**src/rtl/move_check_sequencer_if.sv**
```systemverilog
// Bundle of request, board, checker and response signals between the game-play
// FSM / per-piece checkers (master side) and the move check sequencer (slave side).
interface move_check_sequencer_if;
  // Both req and resp use valid/ready: a transfer happens on a rising clk edge
  // where valid && ready; valid, once raised, holds its payload until that edge.
  logic                  req_valid;
  logic                  req_ready;
  logic [2:0]            old_x;
  logic [2:0]            old_y;
  logic [2:0]            new_x;
  logic [2:0]            new_y;
  logic                  side_to_move;
  logic [7:0][7:0][3:0]  board_in;
  logic [2:0]            h_delta;
  logic [2:0]            v_delta;
  logic [3:0]            piece_type;
  logic [5:0]            chk_start;
  logic [5:0]            chk_done;
  logic [5:0]            chk_result;
  logic                  resp_valid;
  logic                  resp_ready;
  logic                  resp_legal;
  logic [2:0]            resp_code;

  modport master (
    output req_valid, old_x, old_y, new_x, new_y, side_to_move, board_in,
           chk_done, chk_result, resp_ready,
    input  req_ready, h_delta, v_delta, piece_type, chk_start,
           resp_valid, resp_legal, resp_code
  );

  modport slave (
    input  req_valid, old_x, old_y, new_x, new_y, side_to_move, board_in,
           chk_done, chk_result, resp_ready,
    output req_ready, h_delta, v_delta, piece_type, chk_start,
           resp_valid, resp_legal, resp_code
  );
endinterface

```
**src/rtl/move_check_sequencer.sv**
```systemverilog
// Accepts one move, runs piece-independent pre-checks, dispatches exactly one
// per-piece checker, waits for it under a watchdog and returns a coded verdict.
module move_check_sequencer #(
  parameter int TIMEOUT = 16
) (
  input  logic                    clk,
  input  logic                    reset,
  move_check_sequencer_if.slave   bus,
  output logic [2:0]              dbg_state
);

  typedef enum logic [2:0] {
    S_IDLE     = 3'd0,
    S_PRECHECK = 3'd1,
    S_DISPATCH = 3'd2,
    S_WAIT     = 3'd3,
    S_RESPOND  = 3'd4
  } state_t;

  localparam logic [7:0] WD_LIMIT = 8'(TIMEOUT - 1);

  state_t     state_q, state_d;
  logic [2:0] old_x_q, old_x_d, old_y_q, old_y_d;
  logic [2:0] new_x_q, new_x_d, new_y_q, new_y_d;
  logic       side_q, side_d;
  logic [2:0] h_delta_q, h_delta_d, v_delta_q, v_delta_d;
  logic [3:0] piece_type_q, piece_type_d;
  logic [7:0] wd_q, wd_d;
  logic       resp_legal_q, resp_legal_d;
  logic [2:0] resp_code_q, resp_code_d;

  logic [3:0] src, dst;
  logic [2:0] h_abs, v_abs, fault_code;
  logic [2:0] sel;
  logic [5:0] sel_onehot;
  logic       sel_done, sel_result;

  // Pre-check decode from the latched coordinates and the live board.
  always_comb begin
    src   = bus.board_in[old_x_q][old_y_q];
    dst   = bus.board_in[new_x_q][new_y_q];
    h_abs = (new_x_q >= old_x_q) ? (new_x_q - old_x_q) : (old_x_q - new_x_q);
    v_abs = (new_y_q >= old_y_q) ? (new_y_q - old_y_q) : (old_y_q - new_y_q);
    if (src[2:0] == 3'd0)                            fault_code = 3'd1;
    else if (src[2:0] == 3'd7)                       fault_code = 3'd7;
    else if (src[3] != side_q)                       fault_code = 3'd2;
    else if (h_abs == 3'd0 && v_abs == 3'd0)         fault_code = 3'd3;
    else if (dst[2:0] != 3'd0 && dst[3] == src[3])   fault_code = 3'd4;
    else                                             fault_code = 3'd0;
  end

  // Only the checker matching the registered piece type is ever observed.
  always_comb begin
    sel        = piece_type_q[2:0] - 3'd1;
    sel_onehot = 6'd1 << sel;
    sel_done   = |(bus.chk_done & sel_onehot);
    sel_result = |(bus.chk_result & sel_onehot);
  end

  always_ff @(posedge clk) begin
    if (reset) begin
      state_q      <= S_IDLE;
      old_x_q      <= 3'd0;
      old_y_q      <= 3'd0;
      new_x_q      <= 3'd0;
      new_y_q      <= 3'd0;
      side_q       <= 1'b0;
      h_delta_q    <= 3'd0;
      v_delta_q    <= 3'd0;
      piece_type_q <= 4'd0;
      wd_q         <= 8'd0;
      resp_legal_q <= 1'b0;
      resp_code_q  <= 3'd0;
    end else begin
      state_q      <= state_d;
      old_x_q      <= old_x_d;
      old_y_q      <= old_y_d;
      new_x_q      <= new_x_d;
      new_y_q      <= new_y_d;
      side_q       <= side_d;
      h_delta_q    <= h_delta_d;
      v_delta_q    <= v_delta_d;
      piece_type_q <= piece_type_d;
      wd_q         <= wd_d;
      resp_legal_q <= resp_legal_d;
      resp_code_q  <= resp_code_d;
    end
  end

  always_comb begin
    state_d      = state_q;
    old_x_d      = old_x_q;
    old_y_d      = old_y_q;
    new_x_d      = new_x_q;
    new_y_d      = new_y_q;
    side_d       = side_q;
    h_delta_d    = h_delta_q;
    v_delta_d    = v_delta_q;
    piece_type_d = piece_type_q;
    wd_d         = wd_q;
    resp_legal_d = resp_legal_q;
    resp_code_d  = resp_code_q;
    case (state_q)
      S_IDLE: begin
        if (bus.req_valid) begin
          old_x_d = bus.old_x;
          old_y_d = bus.old_y;
          new_x_d = bus.new_x;
          new_y_d = bus.new_y;
          side_d  = bus.side_to_move;
          state_d = S_PRECHECK;
        end
      end
      S_PRECHECK: begin
        piece_type_d = src;
        h_delta_d    = h_abs;
        v_delta_d    = v_abs;
        resp_legal_d = 1'b0;
        resp_code_d  = fault_code;
        state_d      = (fault_code != 3'd0) ? S_RESPOND : S_DISPATCH;
      end
      S_DISPATCH: begin
        wd_d    = 8'd0;
        state_d = S_WAIT;
      end
      S_WAIT: begin
        // A done arriving on the watchdog's last cycle still wins.
        if (sel_done) begin
          resp_legal_d = sel_result;
          resp_code_d  = sel_result ? 3'd0 : 3'd5;
          state_d      = S_RESPOND;
        end else if (wd_q == WD_LIMIT) begin
          resp_legal_d = 1'b0;
          resp_code_d  = 3'd6;
          state_d      = S_RESPOND;
        end else begin
          wd_d = wd_q + 8'd1;
        end
      end
      S_RESPOND: begin
        if (bus.resp_ready) state_d = S_IDLE;
      end
      default: state_d = S_IDLE;
    endcase
  end

  // Strobes are gated by reset so nothing escapes during an abort.
  always_comb begin
    bus.req_ready  = (state_q == S_IDLE) && !reset;
    bus.chk_start  = (state_q == S_DISPATCH && !reset) ? sel_onehot : 6'd0;
    bus.resp_valid = (state_q == S_RESPOND) && !reset;
    bus.resp_legal = resp_legal_q;
    bus.resp_code  = resp_code_q;
    bus.h_delta    = h_delta_q;
    bus.v_delta    = v_delta_q;
    bus.piece_type = piece_type_q;
    dbg_state      = state_q;
  end

endmodule

```
**src/flat_wrapper.sv**
```systemverilog
// flat-port wrapper written by rule: the top's interface ports become plain ports
module move_check_sequencer_flat 
#(
  parameter int TIMEOUT = 16
)
  (clk, reset, dbg_state, bus_req_valid, bus_old_x, bus_old_y, bus_new_x, bus_new_y, bus_side_to_move, bus_board_in, bus_chk_done, bus_chk_result, bus_resp_ready, bus_req_ready, bus_h_delta, bus_v_delta, bus_piece_type, bus_chk_start, bus_resp_valid, bus_resp_legal, bus_resp_code);
  move_check_sequencer_if bus_i ();
  input  logic clk;
  input  logic reset;
  output logic [2:0] dbg_state;
  input wire logic [$bits(bus_i.req_valid)-1:0] bus_req_valid;
  input wire logic [$bits(bus_i.old_x)-1:0] bus_old_x;
  input wire logic [$bits(bus_i.old_y)-1:0] bus_old_y;
  input wire logic [$bits(bus_i.new_x)-1:0] bus_new_x;
  input wire logic [$bits(bus_i.new_y)-1:0] bus_new_y;
  input wire logic [$bits(bus_i.side_to_move)-1:0] bus_side_to_move;
  input wire logic [$bits(bus_i.board_in)-1:0] bus_board_in;
  input wire logic [$bits(bus_i.chk_done)-1:0] bus_chk_done;
  input wire logic [$bits(bus_i.chk_result)-1:0] bus_chk_result;
  input wire logic [$bits(bus_i.resp_ready)-1:0] bus_resp_ready;
  output wire logic [$bits(bus_i.req_ready)-1:0] bus_req_ready;
  output wire logic [$bits(bus_i.h_delta)-1:0] bus_h_delta;
  output wire logic [$bits(bus_i.v_delta)-1:0] bus_v_delta;
  output wire logic [$bits(bus_i.piece_type)-1:0] bus_piece_type;
  output wire logic [$bits(bus_i.chk_start)-1:0] bus_chk_start;
  output wire logic [$bits(bus_i.resp_valid)-1:0] bus_resp_valid;
  output wire logic [$bits(bus_i.resp_legal)-1:0] bus_resp_legal;
  output wire logic [$bits(bus_i.resp_code)-1:0] bus_resp_code;
  assign bus_i.req_valid = bus_req_valid;
  assign bus_i.old_x = bus_old_x;
  assign bus_i.old_y = bus_old_y;
  assign bus_i.new_x = bus_new_x;
  assign bus_i.new_y = bus_new_y;
  assign bus_i.side_to_move = bus_side_to_move;
  assign bus_i.board_in = bus_board_in;
  assign bus_i.chk_done = bus_chk_done;
  assign bus_i.chk_result = bus_chk_result;
  assign bus_i.resp_ready = bus_resp_ready;
  assign bus_req_ready = bus_i.req_ready;
  assign bus_h_delta = bus_i.h_delta;
  assign bus_v_delta = bus_i.v_delta;
  assign bus_piece_type = bus_i.piece_type;
  assign bus_chk_start = bus_i.chk_start;
  assign bus_resp_valid = bus_i.resp_valid;
  assign bus_resp_legal = bus_i.resp_legal;
  assign bus_resp_code = bus_i.resp_code;
  move_check_sequencer #(.TIMEOUT(TIMEOUT)) u_core (.clk(clk), .reset(reset), .bus(bus_i), .dbg_state(dbg_state));
endmodule
```
**config.mk**
```make
export PLATFORM = sky130hd
export DESIGN_NAME = move_check_sequencer_flat
export DESIGN_NICKNAME = d
export VERILOG_FILES = /design/src/rtl/move_check_sequencer_if.sv /design/src/rtl/move_check_sequencer.sv /design/src/flat_wrapper.sv
export SDC_FILE = /design/constraint.sdc
export NUM_CORES = 1
export LEC_CHECK = 0
export BUFFER_PORTS_ARGS = -buffer_cell sky130_fd_sc_hd__buf_4
export CORE_ASPECT_RATIO = 1.5
export CORE_MARGIN = 3
export CORE_UTILIZATION = 35
export CTS_CLUSTER_DIAMETER = 200
export CTS_CLUSTER_SIZE = 28
export DETAILED_ROUTE_END_ITERATION = 8
export PLACE_DENSITY = 0.71
export SLEW_MARGIN = 20
export SYNTH_ARGS = -nofsm -noshare
export SYNTH_HDL_FRONTEND = slang
export SYNTH_SLANG_ARGS = --single-unit
```
**constraint.sdc**
```tcl
create_clock -name clk -period 3 [get_ports clk]
set_input_delay 0.9 -clock clk [delete_from_list [all_inputs] [get_ports clk]]
set_output_delay 0.9 -clock clk [all_outputs]
set_load 0.02 [all_outputs]
```
* Word level (Yosys, flattened, before mapping)
Index checks and enable logic that the tools add are counted.
** Word-level totals
- Register bits :: 38
- Input bits :: 285
- Output and inout bits :: 25
- Logic and storage cells :: 92
** Cells by class
- Add/sub/neg operators :: 6
- $lt $le $gt $ge :: 6
- Equal/unequal tests :: 13
- Shift operators :: 1
- Multiplexer cells :: 32
- Bitwise operators :: 2
- Reduce and logical (&&, ||, !) cells :: 20
** Operators with widths (number)
- $bmux W32 S3 :: 2
- $mux W32 :: 2
- $mux W3 :: 15
- $bmux W4 S3 :: 2
- $lt A3 B4 Y1 const B :: 4
- $mux W8 :: 2
- $pmux W8 S2 :: 1
- $pmux W3 S5 :: 1
- $and A6 B6 Y6 :: 2
- $logic_not A3 Y1 :: 4
- $reduce_or A6 Y1 :: 2
- $sub A3 B3 Y3 :: 4
- $add A8 B1 Y8 const B :: 1
- $eq A8 B4 Y1 const B :: 1
- $mux W4 :: 2
- $ne A2 B2 Y1 const B :: 4
- $eq A3 B2 Y1 const B :: 2
- $eq A3 B3 Y1 const B :: 2
- $ge A3 B3 Y1 :: 2
- $mux W6 :: 1
- $pmux W3 S2 :: 1
- $reduce_and A3 Y1 :: 2
- $reduce_bool A3 Y1 :: 2
- $shl A1 B3 Y6 const A :: 1
- 11 further kinds :: 18

* Depth between registers and ports, before layout
- Depth after elaboration :: 14
- Gate-level depth with buffers :: 13
- Depth with buffers taken out :: 11

* Least setup slack after synthesis
Ideal clock, no wire load.
- Kind :: input -> register
- From :: input port bus_board_in[211]
- To :: register u_core.state_q[2], in the netlist u_core.dbg_state[2]
- Setup time :: 0.114 ns
- Arrival :: 3.104 ns
- Required time :: 2.886 ns
- Path slack :: -0.218 ns
- Stages on the path :: 9
- Buffers on the path :: 0
- Cells stage by stage :: mux4_2 -> mux4_2 -> nor2_1 -> a41oi_1 -> a21oi_4 -> xnor2_1 -> nor2_1 -> or4_4 -> a21o_1
** Between the ends
- Cells in the longest elaborated chain, start to end :: 14
- Elaborated cells between the ends (all ways) :: 19
- Classes of those cells :: eq/ne (2); mux (15); reduce/logical (2)
** Ends and longest elaborated chain
- start: declaration :: line flat_wrapper.sv:17 : input wire logic [$bits(bus_i.board_in)-1:0] bus_board_in;
- $bmux W32 S3, on equally long branches :: line move_check_sequencer.sv:41, move_check_sequencer.sv:40
- $mux W32, on equally long branches :: line move_check_sequencer.sv:41, move_check_sequencer.sv:40
- $bmux W4 S3, on equally long branches :: line move_check_sequencer.sv:41, move_check_sequencer.sv:40
- $mux W4, on equally long branches :: line move_check_sequencer.sv:41, move_check_sequencer.sv:40
- $eq A1 B1 Y1 :: line move_check_sequencer.sv:48 : else if (dst[2:0] != 3'd0 && dst[3] == src[3]) fault_code = 3'd4;
- $logic_and A1 B1 Y1 :: line move_check_sequencer.sv:48
- $mux W3 :: line move_check_sequencer.sv:48
- $mux W3 :: line move_check_sequencer.sv:47 : else if (h_abs == 3'd0 && v_abs == 3'd0) fault_code = 3'd3;
- $mux W3 (*) :: line move_check_sequencer.sv:46 : else if (src[3] != side_q) fault_code = 3'd2;
- $mux W3 (*) :: line move_check_sequencer.sv:45 : else if (src[2:0] == 3'd7) fault_code = 3'd7;
- $mux W3 (*) :: line move_check_sequencer.sv:44 : if (src[2:0] == 3'd0) fault_code = 3'd1;
- $reduce_bool A3 Y1 (*) :: line move_check_sequencer.sv:120 : state_d = (fault_code != 3'd0) ? S_RESPOND : S_DISPATCH;
- $mux W3 (*) :: line move_check_sequencer.sv:120
- $pmux W3 S5 (*) :: line move_check_sequencer.sv:103 : case (state_q)
- end signal: assignment :: line move_check_sequencer.sv:75 : state_q <= state_d;
- end: declaration :: line move_check_sequencer.sv:22 : state_t state_q, state_d;
Mark *: on every way between the ends. The rest lies on a longest branch, timed or not. The select of a mux whose other input is x is not followed.
A chain may end at the register's enable or synchronous reset.

* Worst setup path after layout
- From :: input port bus_board_in[37]
- To :: register u_core.resp_code_q[2], in the netlist u_core.bus.resp_code[2]
** Between the ends
- Cells in the longest elaborated chain, start to end :: 12
- Elaborated cells between the ends (all ways) :: 18
- Classes of those cells :: eq/ne (1); mux (14); reduce/logical (3)
** Ends and longest elaborated chain
- $bmux W32 S3 :: line move_check_sequencer.sv:41 : dst = bus.board_in[new_x_q][new_y_q];
- $mux W32 (implied by the code) :: line move_check_sequencer.sv:41
- $bmux W4 S3 :: line move_check_sequencer.sv:41
- $mux W4 (implied by the code) :: line move_check_sequencer.sv:41
- $reduce_bool A3 Y1 :: line move_check_sequencer.sv:48
- $logic_and A1 B1 Y1 :: line move_check_sequencer.sv:48
- $mux W3 :: line move_check_sequencer.sv:48
- $mux W3 :: line move_check_sequencer.sv:47
- $mux W3 :: line move_check_sequencer.sv:46
- $mux W3 :: line move_check_sequencer.sv:45
- $mux W3 (*) :: line move_check_sequencer.sv:44
- $pmux W3 S2 (*) :: line move_check_sequencer.sv:103
- end signal: assignment :: line move_check_sequencer.sv:86 : resp_code_q <= resp_code_d;
- end: declaration :: line move_check_sequencer.sv:30 : logic [2:0] resp_code_q, resp_code_d;
Marked as above.

==> summary.md <==
| Metric | Value |
|---|---|
| Status | complete, but fails checks |
| Failing checks | negative setup slack |
| Clock H-tree levels | 2 |
| Cells after synthesis | 595 |
| Largest Register | u_core.wd_q |
| Synth area leaders | mux4_2 35%, dfxtp_1 13%, mux2i_1 5.2% |
| Peak supply drop | 0.0002867 V |
| Critical Path AT | 3.32 ns |
| Leakage Power | 3.832 nW |
| Met3 Routed Length | 2210 um |
| Critical-path maximum fanout | 2 |
| RSZ-0062 raised after global routing | true |
| Register area share after synthesis | 0.1326 |
| Layout area overhead | 61.82% |
| Mapped Area | 5736 um^2 |
| Nature of the critical path endpoint | flip-flop |
| IO Pins | 310 |
| Cts bufs inserted | 5 |
| Reg2Reg Depth | 10 |
| WL met1 | 9122 um |
| Layout Nets | 1262 |
| Number of synthesized flops with an enable pin | 0 |
| Layout Skew | 0.006408 ns |
| Commonest non-fill, non-tap cell in the layout | buf_4 |
| CP required | 3.20 ns |
| Core box area | 15840 um^2 |
| IO buf count | 309 |
| Iteration-0 DRC Markers | 660 |
| Drt drc | 0 |
| Tot GR Track Use | 0.2855 |
| Number of global-route vias before repair | 7341 |
| Detailed Route WL | 26960 um |
| Max reg flops | 8 |
| Hold Path Origin | u_core.bus.v_delta[1] |
| Final worst-path cycle share | 1.040 |
| Most frequent cells in the layout | 379 x buf_4, 90 x mux4_2, 70 x nand2_1 |
| Synth async-reset ratio | 0 |
| Slew @ Worst Pin | 0.8181 ns |
| Yosys warnings | 0 |
| Hold EP | u_core.bus.v_delta[1] |
| CTS tree | built |
| Top cell type's share of synthesized area | 0.3534 |
| Crit Path Class | input pin to flip-flop |
| First-pass detailed-route iteration total | 5 |
| Power per cell area | 413.8 nW/um^2 |
| Placed cells | 1154 |
| Clock tree sinks | 38 |
| Initial Utilization | 0.3622 |
| Hold Path Depth | 2 |
| Min-Delay Path Class | flip-flop to flip-flop |
| Gpl congestion | 0.9215 |
| Routed Antenna Nets | 0 |
| GR Overflow Total | 0 |
| Top FF cell, synth | dfxtp_1 |
| Die H | 162.8 um |
| DIE AREA | 17990 um^2 |
| Worst skew pair latency | 0.28 ns |
| Worst slew margin | 0.4534 |
| Layout cells sized above 1 | 0.5686 |
| Synth Net Count | 896 |
| Wire per inst | 23.14 um |
| Top routing layer in use | met5 |
| Reg clk slew, reported paths | 0.06 ns |
| Routed vias | 7032 |
| Metal2 WL | 13980 um |
| Max Root-Sink Buffers | 2 |
| Reg2Reg Setup Slack | -0.06 ns |
| Final worst setup slack | -0.1192 ns |
| Final hold vios | 0 |
| Final setup violation count | 4 |
| Initial antenna violation count | 2 |
| Clock root cell | clkbuf_16 |
| Reg2reg end | u_core.dbg_state[2] |
| Max Clock Freq | 320.6 MHz |
| First-pass GRT wire length | 40270 um |
| Pre-CTS WS | -0.5501 ns |
| Min Tclk post-route | 3.119 ns |
| Max Cap Viol | 0 |
| Antenna diodes | 0 |
| Power, Total | 0.003841 W |
| Core Rows | 56 |
| Mean Syn Cell Area | 9.639 um^2 |
| Worst R2R Start | u_core.old_x_q[1] |
| Slew Viols, Final | 0 |
| Post-synth cell types | 65 |
| Fin cells | 1165 |
| CP startpoint kind | input pin |
| Vias/cell | 6.036 |
| Pin count of the biggest net entering global routing | 35 |
| Number of synthesized register bits | 38 |
| Die Wd | 110.5 um |
| DP HPWL | 22880 um |
| Post-synth top area cell | mux4_2 |
[logic make-up (layout without fill, tap and decap cells)]
logic type,count (synthesis),count (layout),share of synthesized area
buffers and inverters,62,429,0.05803
xor gates and xnor gates,8,8,0.01353
and+or+nand+nor,229,229,0.2033
DFF,38,38,0.1326
muxes,127,127,0.4195
AOI/OAI and AO/OA,115,115,0.1329
adders and majority gates,16,16,0.04014
[timing repair]
action                     4_1_cts  5_1_grt
setup buffers                    3        0
gates cloned                     0        0
gates resized for setup         20       16
hold buffers                     0        0
setup endpoints to repair        5        8
pin swaps                        3        8
[critical path, cell delays in order]
cell,delay [ns]
buf_4,0.09
nor4_1,0.05
o41ai_1,0.38
nor4_1,0.11
or4_1,0.58
a211oi_2,0.26
nor3_2,0.08
buf_4,0.15
nor4_2,0.35
a21oi_1,0.14
a221oi_2,0.23
[synthesized netlist by cell type, types with 2 or more instances]
master,count
xor2_1,5
inv_1,10
mux4_2,90
and2_1,3
o21ai_1,5
a2111oi_0,3
o41ai_1,4
mux2_2,6
dfxtp_1,38
buf_2,17
a21o_1,3
and3_1,2
or4_1,2
nor2b_1,8
o22ai_1,3
mux2i_1,30
nand4_1,5
o2bb2ai_1,2
nor4_1,33
clkbuf_1,18
xnor2_1,2
buf_4,4
ha_1,12
nand2_1,70
o211a_1,2
buf_6,7
nor3_1,26
a21oi_1,52
a22oi_1,4
o31ai_1,2
a41oi_1,3
nor2_1,38
o21ai_0,7
nand3_1,15
a211oi_1,12
nor4b_1,11
fa_1,4
nand3b_1,2
nand2b_1,7
inv_2,3
[metrics by stage]
| step | setup TNS (ns) | instance area (um^2) | util | hold slack (ns) |
|---|---|---|---|---|
| final | -0.2990 | 9281 | 0.5861 | 0.4560 |
| after global routing | -0.7417 | 9281 | 0.5861 | 0.4748 |
| after CTS | -0.3690 | 9209 | 0.5815 | 0.4561 |
| after detailed placement | -2.163 | 8910 | 0.5627 | 0.4487 |
| after global placement | -1.841 | 8910 | 0.5627 | 0.4461 |
| after floorplan | -0.3123 | 5749 | - | 0.4563 |
[area by class of cell]
| class | instances | area, um^2 |
|---|---|---|
| inverter | 14 | 52.55 |
| multi-input combinational | 495 | 4767 |
| sequential | 38 | 773.2 |
| fill | 1436 | 6554 |
| clock buffer | 5 | 125.1 |
| clock inverter | 3 | 40.04 |
| timing repair buffer | 407 | 3269 |
| tap | 203 | 254.0 |
[power breakdown]
group | switching (W) | internal, W | total [W]
combinational | 0.00121 | 0.00137 | 0.00258
clock | 0.000212 | 0.000389 | 0.000601
sequential | 0.0000879 | 0.000573 | 0.000660
[how the worst max path moves through the flow]
stage                            startpoint  cells after the start                       to
final                      bus_board_in[37]                     11  u_core.bus.resp_code[2]
after global routing       bus_board_in[37]                     11  u_core.bus.resp_code[2]
after CTS                  bus_board_in[36]                     11  u_core.bus.resp_code[2]
after floorplan           bus_board_in[211]                      9      u_core.dbg_state[2]
after detailed placement  bus_board_in[200]                     10      u_core.dbg_state[2]
after global placement    bus_board_in[200]                     10      u_core.dbg_state[2]
[metal layers]
layer	up-vias	GRT usage
met2	435	0.5169
met4	4	0.1529
met5	-	0
met3	97	0.06283
met1	3369	0.3091
li1	3127	-
Power figures use the tool's default switching activity.
